`config.mk`:
```
export PLATFORM = sky130hd
export DESIGN_NAME = instruction_fetch
export DESIGN_NICKNAME = d
export VERILOG_FILES = /design/src/rtl/instruction_fetch_pkg.sv /design/src/rtl/instruction_fetch.sv
export SDC_FILE = /design/constraint.sdc
export NUM_CORES = 1
export LEC_CHECK = 0
export BUFFER_PORTS_ARGS = -buffer_cell sky130_fd_sc_hd__buf_4
export CAP_MARGIN = 5
export CORE_AREA = 10 10 158 160
export CTS_BUF_LIST = sky130_fd_sc_hd__clkbuf_4
export CTS_CLUSTER_SIZE = 25
export DETAILED_ROUTE_END_ITERATION = 8
export DIE_AREA = 0 0 168 170
export PLACE_DENSITY = 0.72
export SYNTH_ARGS = -nofsm -noshare
export SYNTH_HDL_FRONTEND = slang
export SYNTH_SLANG_ARGS = --single-unit
```
`constraint.sdc`:
```
create_clock -name clk -period 6.5 [get_ports clk]
set_input_delay 0.325 -clock clk [delete_from_list [all_inputs] [get_ports clk]]
set_output_delay 0.325 -clock clk [all_outputs]
set_load 0.05 [all_outputs]
```
`src/rtl/instruction_fetch_pkg.sv`:
```
// Shared front-end pipeline definitions: the SPARC NOP bubble word and the
// fetch FSM state type.
package instruction_fetch_pkg;

    localparam logic [31:0] NOP_INST = 32'h0100_0000;

    typedef enum logic [1:0] {
        REQ  = 2'd0,
        WAIT = 2'd1,
        HOLD = 2'd2
    } fetch_state_e;

endpackage

```
`src/rtl/instruction_fetch.sv`:
```
// Instruction fetch stage: one outstanding word request to instruction memory,
// presents the fetched word plus its PC+4 to decode, redirects squash fetch.
module instruction_fetch
    import instruction_fetch_pkg::*;
#(
    parameter int unsigned                BUS_DATA_WIDTH = 64,
    parameter int unsigned                BUS_INST_WIDTH = 32,
    parameter logic [BUS_DATA_WIDTH-1:0]  RESET_PC       = '0
) (
    input  logic                      clk,
    input  logic                      reset,
    input  logic                      id_ready,
    input  logic                      redirect_en,
    input  logic [BUS_DATA_WIDTH-1:0] redirect_pc,
    output logic                      imem_req,
    output logic [BUS_DATA_WIDTH-1:0] imem_addr,
    input  logic                      imem_gnt,
    input  logic                      imem_rvalid,
    input  logic [BUS_INST_WIDTH-1:0] imem_rdata,
    output logic [BUS_INST_WIDTH-1:0] inst,
    output logic [BUS_DATA_WIDTH-1:0] IF_PCplus4_out,
    output logic [BUS_DATA_WIDTH-1:0] fetch_pc_out
);

    localparam logic [BUS_DATA_WIDTH-1:0] PC_ALIGN_MASK = ~BUS_DATA_WIDTH'(3);
    localparam logic [BUS_DATA_WIDTH-1:0] PC_STEP       = BUS_DATA_WIDTH'(4);

    fetch_state_e              state_q, state_d;
    logic [BUS_DATA_WIDTH-1:0] pc_q, pc_d;
    logic [BUS_DATA_WIDTH-1:0] pc4_q, pc4_d;
    logic [BUS_INST_WIDTH-1:0] inst_q, inst_d;
    logic                      kill_q, kill_d;
    logic                      offer_valid;

    // A redirect masks the held word in the same cycle so decode never takes it.
    assign offer_valid    = (state_q == HOLD) && !redirect_en;
    assign imem_req       = (state_q == REQ) && !reset;
    assign imem_addr      = pc_q;
    assign inst           = offer_valid ? inst_q : BUS_INST_WIDTH'(NOP_INST);
    assign IF_PCplus4_out = offer_valid ? pc4_q : '0;
    assign fetch_pc_out   = pc_q;

    always_comb begin
        state_d = state_q;
        pc_d    = pc_q;
        pc4_d   = pc4_q;
        inst_d  = inst_q;
        kill_d  = kill_q;

        case (state_q)
            REQ: begin
                if (imem_gnt) begin
                    state_d = WAIT;
                    kill_d  = redirect_en;
                end
            end
            WAIT: begin
                if (imem_rvalid) begin
                    if (kill_q || redirect_en) begin
                        state_d = REQ;
                        kill_d  = 1'b0;
                    end else begin
                        inst_d  = imem_rdata;
                        pc4_d   = pc_q + PC_STEP;
                        pc_d    = pc_q + PC_STEP;
                        state_d = HOLD;
                    end
                end else if (redirect_en) begin
                    kill_d = 1'b1;
                end
            end
            HOLD: begin
                if (redirect_en || id_ready) begin
                    state_d = REQ;
                end
            end
            default: state_d = REQ;
        endcase

        if (redirect_en) begin
            pc_d = redirect_pc & PC_ALIGN_MASK;
        end
    end

    always_ff @(posedge clk or posedge reset) begin
        if (reset) begin
            state_q <= REQ;
            pc_q    <= RESET_PC;
            pc4_q   <= '0;
            inst_q  <= BUS_INST_WIDTH'(NOP_INST);
            kill_q  <= 1'b0;
        end else begin
            state_q <= state_d;
            pc_q    <= pc_d;
            pc4_q   <= pc4_d;
            inst_q  <= inst_d;
            kill_q  <= kill_d;
        end
    end

    // Memory may only answer while a request is outstanding.
    rvalid_only_in_wait: assert property (
        @(posedge clk) disable iff (reset) imem_rvalid |-> (state_q == WAIT)
    );

endmodule

```
Word-level counts from Yosys, hierarchy flattened
Index checks and enable logic that the tools add are counted.

storage, ports and cells
  output and inout port bits = 225
  flip-flop bits (word level) = 163
  word-level logic and storage cells = 45
  input bits = 102

cells by class
  $add $sub $neg = 1
  muxes and demuxes = 16
  equal/unequal tests = 8
  reduce and logical (&&, ||, !) cells = 14
  bitwise operators = 1

operators with widths
  operator               count
  $mux 64                5
  $add 64x3->64 const B  1
  $mux 32                1
  $reduce_and 3->1       3
  $mux 2                 4
  $ne 2x2->1 const B     3
  $ne 3x3->1 const B     2
  $pmux 2 s3             1
  $reduce_bool 2->1      3
  $mux 1                 4
  $reduce_and 4->1       1
  $eq 2x1->1 const B     1
  $eq 2x2->1 const B     1
  $logic_and 1x1->1      2
  $logic_not 1->1        2
  $logic_not 2->1        1
  $logic_or 1x1->1       2
  $ne 2x1->1 const B     1
  $pmux 1 s2             1
  $not 1->1              1

Depth between registers and ports, before layout
Gate-level depths: netlist of run 1.

  depth in word-level cells = 5
  gate-level depth with buffers = 8
  gate-level depth less buffers = 6

Worst setup path before layout of run 1
OpenSTA, ideal clock, no wires.

  path kind = register to register
  start point = reg pc_q[2], in the netlist fetch_pc_out[2]
  end point = reg pc4_q[40]
  clock period less this slack = 2.641 ns
  path buffers = 2
  library setup time = 0.128 ns
  setup slack = 3.859 ns
  cell stages (with the launch flop) = 9
  required time = 6.372 ns
  data arrival time = 2.513 ns
  path through = dfrtp_1 > ha_1 > nand3_4 > or4_1 > buf_2 > buf_6 > nor4_4 > xnor2_1 > o21ai_2

on the way
  longest elaborated chain between the ends = 1

ends and longest elaborated chain
  what                      line                     RTL
  start: declaration        instruction_fetch.sv:29  logic [BUS_DATA_WIDTH-1:0] pc_q, pc_d;
  start signal: assignment  instruction_fetch.sv:94  pc_q <= pc_d;
  $add 64x3->64             instruction_fetch.sv:64  pc4_d = pc_q + PC_STEP;
  end signal: assignment    instruction_fetch.sv:95  pc4_q <= pc4_d;
  end: declaration          instruction_fetch.sv:30  logic [BUS_DATA_WIDTH-1:0] pc4_q, pc4_d;

Every way passes these cells.
A chain may end at the register's enable or synchronous reset.

Worst setup path after layout of run 1
  start point = reg pc_q[13], in the netlist fetch_pc_out[13]
  end point = reg pc_q[54], in the netlist fetch_pc_out[54]

on the way
  longest elaborated chain between the ends = 5

ends and longest elaborated chain
  what           line                     RTL
  $add 64x3->64  instruction_fetch.sv:65  pc_d = pc_q + PC_STEP;
  $mux 64        instruction_fetch.sv:59  if (kill_q || redirect_en) begin
  $mux 64        instruction_fetch.sv:58  if (imem_rvalid) begin
  $mux 64        instruction_fetch.sv:50  case (state_q)
  $mux 64        instruction_fetch.sv:80  if (redirect_en) begin

Every way passes these cells. The select of a mux whose other input is x is not followed.

==> results of run 1 <==
[stage by stage]
step / setup slack, ns / utilization [%] / std cells / power (mW) / area [um^2]
after global placement: 3.476 / 54.22 / 1614 / 2.480 / 11760
after global routing: 3.148 / 60.11 / 1743 / 3.409 / 13040
final: 3.291 / 60.11 / 1743 / 3.225 / 13040
after detailed placement: 3.420 / 54.22 / 1614 / 2.520 / 11760
after floorplan: 1.885 / - / 1152 / 2.218 / 9737
after CTS: 3.364 / 60.08 / 1741 / 3.232 / 13030
[synth_stat cells (2+ instances only)]
master / number
a31oi_1: 28
xnor2_1: 37
mux2i_1: 6
o21ai_0: 86
clkbuf_2: 2
a21oi_1: 2
and4_1: 12
a22oi_1: 3
inv_1: 7
buf_4: 69
nor4_2: 5
nand3_1: 38
o31a_1: 2
or4_1: 17
nor3_1: 22
o21ai_2: 2
o31ai_1: 10
nor2_1: 44
o21a_1: 2
o211ai_1: 2
nor3_2: 2
clkbuf_1: 46
buf_1: 6
nor4_4: 5
or3_1: 21
xor2_1: 46
nor2b_1: 4
nand2b_1: 3
nand4_1: 36
o21ai_1: 16
and3_1: 13
dfrtp_1: 158
nor4_1: 17
and2_1: 97
nand2_1: 232
nand4b_1: 3
buf_2: 21
nand4_2: 3
[area by class of cell]
type | instances | area, um^2
Fill cell | 1900 | 8652
Multi-Input combinational cell | 840 | 4927
Sequential cell | 159 | 3980
Timing Repair Buffer | 423 | 3428
Tap cell | 280 | 350.3
Clock inverter | 14 | 182.7
Clock buffer | 17 | 127.6
Inverter | 8 | 35.03
Antenna cell | 2 | 5.005
[worst paths after layout]
| path | slack, ns | start | end |
|---|---|---|---|
| hold reg to reg | 0.48 | inst_q[24]$_DFFE_PP1P_ | inst_q[24]$_DFFE_PP1P_ |
| setup / recovery | 3.29 | fetch_pc_out[13]$_DFFE_PP0P_ | fetch_pc_out[54]$_DFFE_PP0P_ |
| max in group asynchronous | 4.64 | reset | pc4_q[23]$_DFFE_PP0P_ |
| min in group asynchronous | 0.53 | reset | inst_q[23]$_DFFE_PP0P_ |
| setup reg to reg | 3.29 | fetch_pc_out[13]$_DFFE_PP0P_ | fetch_pc_out[54]$_DFFE_PP0P_ |
| hold / removal | 0.04 | redirect_pc[39] | fetch_pc_out[39]$_DFFE_PP0P_ |
[worst min-delay path: stages]
cell and delay, ns:
buf_4 0.07, nand2b_1 0.09, o31a_1 0.12
[power groups by stage]
stage          combinational [mW]  sequential [mW]  clock (mW)
4_1_cts                      1.03             1.52       0.684
3_3_place_gp                0.954             1.53           0
3_5_place_dp                0.975             1.55           0
6_report                     1.02             1.53       0.674
2_1_floorplan               0.641             1.58           0
5_1_grt                      1.12             1.57       0.723
[routing by layer]
layer  track usage [%]  part of all wire, %  vias to the layer above  routed length [um]
met4             7.873                  2.2                        0                 791
met3             6.704                  8.3                       61                2936
met5                 0                    0                        -                   0
met2             39.77                   48                      435               16960
li1                  -                    -                     4467                   -
met1             29.61                   41                     4533               14620
[registers in the layout, indices dropped and copies added, names as in the netlist]
signal	flops
inst_q	32
state_q	2
fetch_pc_out	62
kill_q	1
pc4_q	62
[repair_timing]
action | in CTS | in global routing
hold buffers | 96 | 0
hold endpoints to repair | 189 | 0
gates resized for setup | 0 | 0
[cells in the final DEF (no fill, tap or decap), types with 21 or more instances in the layout]
cell type	count
dlygate4sd3_1	96
dfrtp_1	158
xnor2_1	37
and2_1	97
nand2_1	231
xor2_1	46
a31oi_1	28
nor3_1	21
o21ai_0	86
nand4_1	36
or3_1	21
nand3_1	38
buf_4	326
nor2_1	43
[cells by family after synthesis]
group,count (synthesis)
adders and majority gates,1
muxes,7
AOI/OAI and AO/OA,156
xor gates and xnor gates,83
other,1
buffers and inverters,153
and+or+nand+nor,587
DFF,159
==> run_results.csv, run 1 <==
group,metric,value,unit
outcome,outcome,"complete, no violations",
global_route,grt_pass1_vias,9608,
logic_synthesis,synth_compound_area_share,9.115,%
routing,drc,0,
logic_synthesis,synth_mux_area_share,0.7339,%
cts,h-tree-depth,4,
routing,first_iter_violations,958,
cts,max-clock-path-buffers,2,
cts,cts_tree,"done",
timing,setup_violations,0,
pwr,p_seq_share,47.4,%
routing,routed_wl,35.31,mm
cts,post-cts-setup-buffers,0,
die,num_rows,54,
critical_path,crit_chain,"nand3_1, nor4_4, nand3_1, or4_1, a31oi_1",
routing,drt-pass1-iter-count,6,
logic_synthesis,synth.top_cell.area_share,40.68,%
critical_path,cp_common_cell,"nand3_1",
pwr,vdd_ir_drop_max,0.0001443,V
layout,drive_gt1_share,26.63,%
critical_path,worstSetupStartpointType,"flip-flop",
logic_synthesis,synth_top_family_by_area,"simple AND/OR/NAND/NOR gates",
cts,cts_root_buf,"clkbuf_4",
logic_synthesis,synthXorXnorAreaFrac,7.480,%
global_route,grt_max_degree,107,
cts,cts_buffers,17,
critical_path,critPathArrivalTime,3.73,ns
logic_synthesis,synth.yosys.warnings,0,
routing,vias_per_cell,5.448,
logic_synthesis,synth_seq_cells,159,
die,core_area,21690,um^2
global_route,overflow,0,
critical_path,cpPeakStageDelay,0.67,ns
cts,clk_pin_slew,0.15,ns
critical_path,worst-path-stages,5,
logic_synthesis,synth_edf_count,0,
logic_synthesis,postSynthCellCount,1147,
timing,final.setup.tns,0,ns
die,die_h,170,um
logic_synthesis,synthSimpleGateAreaFrac,32.60,%
logic_synthesis,synth_area_leader_cell,"dfrtp_1",
logic_synthesis,syn_avg_cell_area,8.473,um^2
cts,clkLatencyLatePin,0.61,ns
pwr,p_sw,1.290,mW
min_path,hold_path.class,"input port to flip-flop",
critical_path,r2r.worst_path.cells,5,
timing,finalCritPeriodShare,49.37,%
global_route,grt_pass1_wl,55.30,mm
timing,finalHoldViolations,0,
logic_synthesis,synth_cell_type_count,60,
placement,dp.final_hpwl,25.00,mm
critical_path,critPathCaptureType,"flip-flop",
critical_path,cp_num_buf_inv,0,
critical_path,path_class,"flip-flop to flip-flop",
timing,holdWs,0.03606,ns
critical_path,crit_required,7.02,ns
pwr,swShare,40.01,%
placement,port_buffers,318,
die,dieArea,28560,um^2
timing,worst_pin_slew,1.098,ns
critical_path,cp_max_fo,15,
timing,skew,0.03735,ns
cts,cts_num_sinks,159,
pwr,p_int,1.935,mW
logic_synthesis,synth-main-ff-cell,"dfrtp_1",
pwr,p_per_area,247.4,nW/um^2
die,boundaryPins,327,
die,die_w,168,um
global_route,grtUsageTotal,24.00,%
timing,drv_slew,0,
critical_path,path_delay_family,"simple AND/OR/NAND/NOR gates",
logic_synthesis,synthAdderAreaFrac,0.1287,%
pwr,combinationalPowerShare,31.7,%
pwr,power.leakage,5.840,nW
pwr,clockPowerShare,20.9,%
timing,max_freq,311.6,MHz
logic_synthesis,synth-async-reset-ratio,100.0,%
logic_synthesis,ys_seq_area_share,40.96,%
flow_run,maxCapViolations,0,
timing,slew_headroom,26.18,%
min_path,whs_path_depth,3,
placement,place_congestion,0.8584,
layout,syn_to_final_growth,34.14,%
routing,num_vias,9496,
routing,routedWlPerCell,20.26,um
logic_synthesis,syn_area,9718,um^2
logic_synthesis,yosys-top-cells-area,"dfrtp_1 41%, nand2_1 9.0%, and2_1 6.2%, buf_4 5.3%, o21ai_0 4.4%",
layout,nets,1552,
critical_path,crit_slowest_cell,"nor4_4",
routing,ant_nets,0,
die,initial_utilization,44.81,%
timing,finalCriticalPeriod,3.209,ns
timing,rsz0062_at_grt,"no",
global_route,antenna_found_initial,2,
No activity file was read; power rests on OpenSTA's default activity.
==> inputs of run 2 (changes only) <==
==> constraint.sdc (replaced) <==
create_clock -name clk -period 3 [get_ports clk]
set_input_delay 0.15 -clock clk [delete_from_list [all_inputs] [get_ports clk]]
set_output_delay 0.15 -clock clk [all_outputs]
set_load 0.05 [all_outputs]
==> run 2 against run 1 <==
Against the previous run:
- worst hold slack gained 0.083 ns
- first-iteration DRC count shrank 5.6%
- utilization rose by 1.4 points
- fmax increased by 20%
- clock power increased by 96%
- critical path depth rose by 1
- sequential cell count stayed put
- setup slack lost 3.0 ns
- die area stayed put
- largest power group unchanged
- power up 110%
- register-to-register slack lost 3.0 ns
- design area grew 2.4%
==> run_results.csv, run 2 (same netlist as run 1, synthesis figures left out) <==
group,metric,value,unit
routing,routed_wl,35.52,mm
die,dieArea,28560,um^2
critical_path,worstSetupStartpointType,"flip-flop",
global_route,antenna_found_initial,0,
routing,drt-pass1-iter-count,5,
layout,final_common_cell,"buf_4",
pwr,p_per_area,516.7,nW/um^2
timing,final.setup.tns,0,ns
timing,drv_slew,0,
critical_path,cp_max_fo,8,
die,boundaryPins,327,
timing,slew_headroom,47.74,%
cts,max-clock-path-buffers,2,
cts,hold_buffers,102,
die,num_rows,54,
pwr,p_sw,2.811,mW
flow_run,maxCapViolations,0,
global_route,grt_max_degree,96,
pwr,swShare,40.76,%
pwr,vdd_ir_drop_max,0.0003450,V
cts,cts_root_buf,"clkbuf_4",
critical_path,rrSetupSlack,0.33,ns
layout,diodes,0,
cts,cts_tree,"done",
layout,drive_gt1_share,28.18,%
timing,setup_violations,0,
die,die_w,168,um
placement,dp.final_hpwl,25.62,mm
layout,nets,1591,
placement,port_buffers,318,
min_path,hold_path.class,"input port to async pin",
placement,placed_cell_area,12040,um^2
routing,drc,0,
timing,finalCriticalPeriod,2.672,ns
routing,ant_nets,0,
cts,h-tree-depth,4,
die,initial_utilization,44.81,%
layout,most-common-layout-cells,"356 x buf_4, 231 x nand2_1, 158 x dfrtp_1",
global_route,grt_pass1_wl,55.26,mm
timing,skew,0.02744,ns
routing,first_iter_violations,904,
critical_path,critPathCaptureType,"flip-flop",
pwr,p_seq_share,47.4,%
die,die_h,170,um
routing,routedWlPerCell,19.94,um
pwr,p_int,4.085,mW
routing,num_vias,9725,
cts,cts_num_sinks,159,
die,core_area,21690,um^2
critical_path,critPathArrivalTime,3.15,ns
layout,post-route-cell-area,13350,um^2
critical_path,path_class,"flip-flop to flip-flop",
timing,worst_pin_slew,0.7767,ns
cts,clkLatencyLatePin,0.59,ns
cts,cts_buffers,17,
layout,syn_to_final_growth,37.34,%
global_route,overflow,0,
placement,place_congestion,0.9088,
cts,post-cts-setup-buffers,0,
pwr,power.leakage,6.022,nW
cts,clk_pin_slew,0.16,ns
timing,rsz0062_at_grt,"no",
global_route,grt_pass1_vias,9609,
outcome,outcome,"complete, no violations",
cts,cts_resized,0,
timing,finalHoldViolations,0,
layout,fill_cells,1865,
critical_path,crit_required,3.48,ns
global_route,grtUsageTotal,24.02,%
pwr,clockPowerShare,19.2,%
timing,finalCritPeriodShare,89.06,%
routing,vias_per_cell,5.460,
timing,max_freq,374.3,MHz
pwr,combinationalPowerShare,33.5,%
==> run 2: changes by cell type in the layout (fill, tap and decap cells not counted) <==
cell,previous run,this run
clkinv_2,0,1
bufinv_16,3,1
buf_4,326,356
clkinv_8,0,1
diode_2,2,0
dlygate4sd3_1,96,102
inv_6,3,4
buf_12,1,4
==> run 2: cell type report <==
cell class                 count  area, um^2  area share [%]
sequential                   159        3980           29.82
multi-input combinational    840        4927           36.92
tap                          280       350.3           2.625
clock inverter                15       153.9           1.153
inverter                       8       33.78          0.2531
clock buffer                  17       127.6          0.9562
timing repair buffer         462        3774           28.27
==> run 2: stage by stage <==
| step | utilization, % | cells | power, mW | hold slack [ns] | worst slack (ns) |
|---|---|---|---|---|---|
| 2_1_floorplan | - | 1152 | 4.806 | 0.2330 | 0.3586 |
| 3_3_place_gp | 55.53 | 1647 | 5.425 | 0.1360 | 0.3938 |
| 3_5_place_dp | 55.53 | 1647 | 5.499 | 0.1363 | 0.3756 |
| 4_1_cts | 61.54 | 1781 | 6.924 | 0.1026 | 0.3228 |
| 5_1_grt | 61.54 | 1781 | 7.337 | 0.07604 | 0.2232 |
| 6_report | 61.54 | 1781 | 6.896 | 0.1188 | 0.3282 |
==> run 2: worst max-delay path, stage by stage (launching register included) <==
cell	delay (ns)
dfrtp_1	0.53
ha_1	0.34
nand3_4	0.18
or4_1	0.75
nor3_1	0.43
mux2i_1	0.24
nand3_1	0.08
==> run 2: worst paths after layout <==
path	startpoint	endpoint	cells after the start
min in group clk	imem_rdata[7]	inst_q[7]$_DFFE_PP0P_	4
hold / removal	reset	fetch_pc_out[51]$_DFFE_PP0P_	3
max in group asynchronous	reset	pc4_q[11]$_DFFE_PP0P_	4
setup / recovery	fetch_pc_out[2]$_DFFE_PP0P_	pc4_q[48]$_DFFE_PP0P_	6
setup reg to reg	fetch_pc_out[2]$_DFFE_PP0P_	pc4_q[48]$_DFFE_PP0P_	6
hold reg to reg	inst_q[24]$_DFFE_PP1P_	inst_q[24]$_DFFE_PP1P_	2
==> run 2: power by group through the flow <==
stage	clock, mW	sequential (mW)	combinational, mW
after global placement	0	3.27	2.15
after global routing	1.45	3.36	2.53
after CTS	1.35	3.25	2.32
after detailed placement	0	3.30	2.20
final	1.32	3.27	2.31
after floorplan	0	3.42	1.39
==> run 2: routing by layer <==
layer	share of wire (%)	track usage, %	routed length, um
met3	9.7	8.040	3461
met5	0	0	0
met4	2.2	5.564	791
met2	47	39.65	16780
met1	41	29.82	14490
==> inputs of run 3 (changes only) <==
--- a/config.mk
+++ b/config.mk
@@ -5,7 +5,7 @@
 export SDC_FILE = /design/constraint.sdc
 export NUM_CORES = 1
 export LEC_CHECK = 0
-export BUFFER_PORTS_ARGS = -buffer_cell sky130_fd_sc_hd__buf_4
+export BUFFER_PORTS_ARGS = -buffer_cell sky130_fd_sc_hd__buf_2
 export CAP_MARGIN = 5
 export CORE_AREA = 10 10 158 160
 export CTS_BUF_LIST = sky130_fd_sc_hd__clkbuf_4
==> run 3 against run 2 <==
Against the previous run:
- utilization is 3.9 points lower
- clock skew is 0.0022 ns lower
- sequential power hardly changed
- worst hold slack better by 0.16 ns
- wire length is 1.1% lower
- largest cell class unchanged
==> run_results.csv, run 3 (same netlist as run 1, synthesis figures left out) <==
group,metric,value,unit
cts,cts_buffers,17,
timing,finalCritPeriodShare,91.15,%
critical_path,cp_max_fo,8,
global_route,grt_pass1_vias,9575,
die,initial_utilization,44.81,%
layout,most-common-layout-cells,"317 x buf_2, 231 x nand2_1, 158 x dfrtp_1",
min_path,hold_path.class,"input port to flip-flop",
pwr,p_seq_share,48.3,%
critical_path,path_class,"flip-flop to flip-flop",
pwr,vdd_ir_drop_max,0.0002548,V
global_route,grt_pass1_wl,55.19,mm
cts,clkLatencyLatePin,0.58,ns
pwr,p_sw,2.790,mW
routing,drt-pass1-iter-count,5,
die,die_h,170,um
layout,drive_gt1_share,28.14,%
cts,max-clock-path-buffers,2,
flow_run,maxCapViolations,0,
die,die_w,168,um
die,core_area,21690,um^2
layout,nets,1586,
global_route,overflow,0,
layout,multiInputGateArea,4927,um^2
global_route,grt_max_degree,81,
pwr,combinationalPowerShare,32.0,%
global_route,top_usage_layer,"met2",
cts,cts_num_sinks,159,
global_route,antenna_found_initial,0,
placement,port_buffers,318,
routing,routedWlPerCell,19.78,um
layout,final_common_cell,"buf_2",
cts,hold_buffers,100,
cts,clk_pin_slew,0.16,ns
routing,routed_wl,35.14,mm
routing,vias_per_cell,5.425,
outcome,outcome,"complete, no violations",
timing,worst_pin_slew,0.9010,ns
timing,skew,0.02528,ns
critical_path,critPathCaptureType,"flip-flop",
cts,post-cts-setup-buffers,0,
pwr,swShare,41.38,%
timing,final.setup.tns,0,ns
timing,max_freq,365.7,MHz
timing,setup_violations,0,
cts,cts_resized,0,
global_route,grt_use_met2,38.62,%
cts,cts_root_buf,"clkbuf_4",
placement,dp.final_hpwl,25.24,mm
pwr,p_int,3.952,mW
layout,syn_to_final_growth,28.71,%
timing,finalCriticalPeriod,2.734,ns
timing,slew_headroom,39.81,%
timing,drv_slew,0,
cts,cts_tree,"done",
critical_path,crit_required,3.50,ns
critical_path,critPathArrivalTime,3.24,ns
die,dieArea,28560,um^2
routing,first_iter_violations,1011,
pwr,clockPowerShare,19.7,%
cts,h-tree-depth,4,
pwr,p_per_area,539.0,nW/um^2
timing,finalHoldViolations,0,
routing,num_vias,9635,
routing,drc,0,
routing,ant_nets,0,
global_route,grtUsageTotal,23.97,%
critical_path,worstSetupStartpointType,"flip-flop",
global_route,met1_usage,30.50,%
timing,rsz0062_at_grt,"no",
die,boundaryPins,327,
pwr,power.leakage,5.829,nW
timing,holdWs,0.2809,ns
layout,diodes,0,
die,num_rows,54,
global_route,grt.met3_usage,6.358,%
layout,seq_area,3980,um^2
layout,fill_cells,1966,
placement,place_congestion,0.9352,
==> run 3: metal layers <==
layer	up-vias	wire, um
met4	0	947
li1	4541	-
met3	66	3054
met2	457	16580
met1	4571	14560
met5	-	0
==> run 3: final timing paths <==
check	slack, ns	end	from	depth (start not counted)
setup reg to reg	0.27	pc4_q[62]$_DFFE_PP0P_	fetch_pc_out[3]$_DFFE_PP0P_	6
max in group asynchronous	1.80	pc4_q[41]$_DFFE_PP0P_	reset	4
min in group asynchronous	0.30	kill_q$_DFFE_PP0P_	reset	3
hold / removal	0.28	inst_q[7]$_DFFE_PP0P_	imem_rdata[7]	4
setup / recovery	0.27	pc4_q[62]$_DFFE_PP0P_	fetch_pc_out[3]$_DFFE_PP0P_	6
hold reg to reg	0.47	inst_q[24]$_DFFE_PP1P_	inst_q[24]$_DFFE_PP1P_	2
==> run 3: critical path, cell delays in order (launching register included) <==
cell and delay [ns]:
dfrtp_1 0.48, ha_1 0.33, nand3_4 0.18, nor4_4 0.59, nand2_1 0.33, or4_1 0.57
a31oi_1 0.18
==> run 3: stage by stage <==
step | util (%) | instance area, um^2 | std cells | setup slack, ns | power [mW]
3_5_place_dp | 51.77 | 11230 | 1644 | 0.3571 | 5.349
2_1_floorplan | - | 9741 | 1152 | 0.3586 | 4.806
5_1_grt | 57.67 | 12510 | 1776 | 0.09349 | 7.170
6_report | 57.67 | 12510 | 1776 | 0.2656 | 6.742
4_1_cts | 57.67 | 12510 | 1776 | 0.3090 | 6.788
3_3_place_gp | 51.77 | 11230 | 1644 | 0.4116 | 5.271
==> run 3: power by group through the flow <==
stage	Combinational, mW	Clock, mW	Sequential (mW)
finish	2.16	1.33	3.25
global route	2.37	1.45	3.35
CTS	2.17	1.37	3.24
detailed placement	2.06	0	3.29
global placement	2.01	0	3.26
floorplan	1.39	0	3.42
==> run 3: layout make-up <==
cell class,instances,area share (%)
tap,280,2.801
multi-input combinational,840,39.39
clock buffer,18,1.080
sequential,159,31.82
clock inverter,14,1.150
inverter,8,0.2701
timing repair buffer,457,23.49
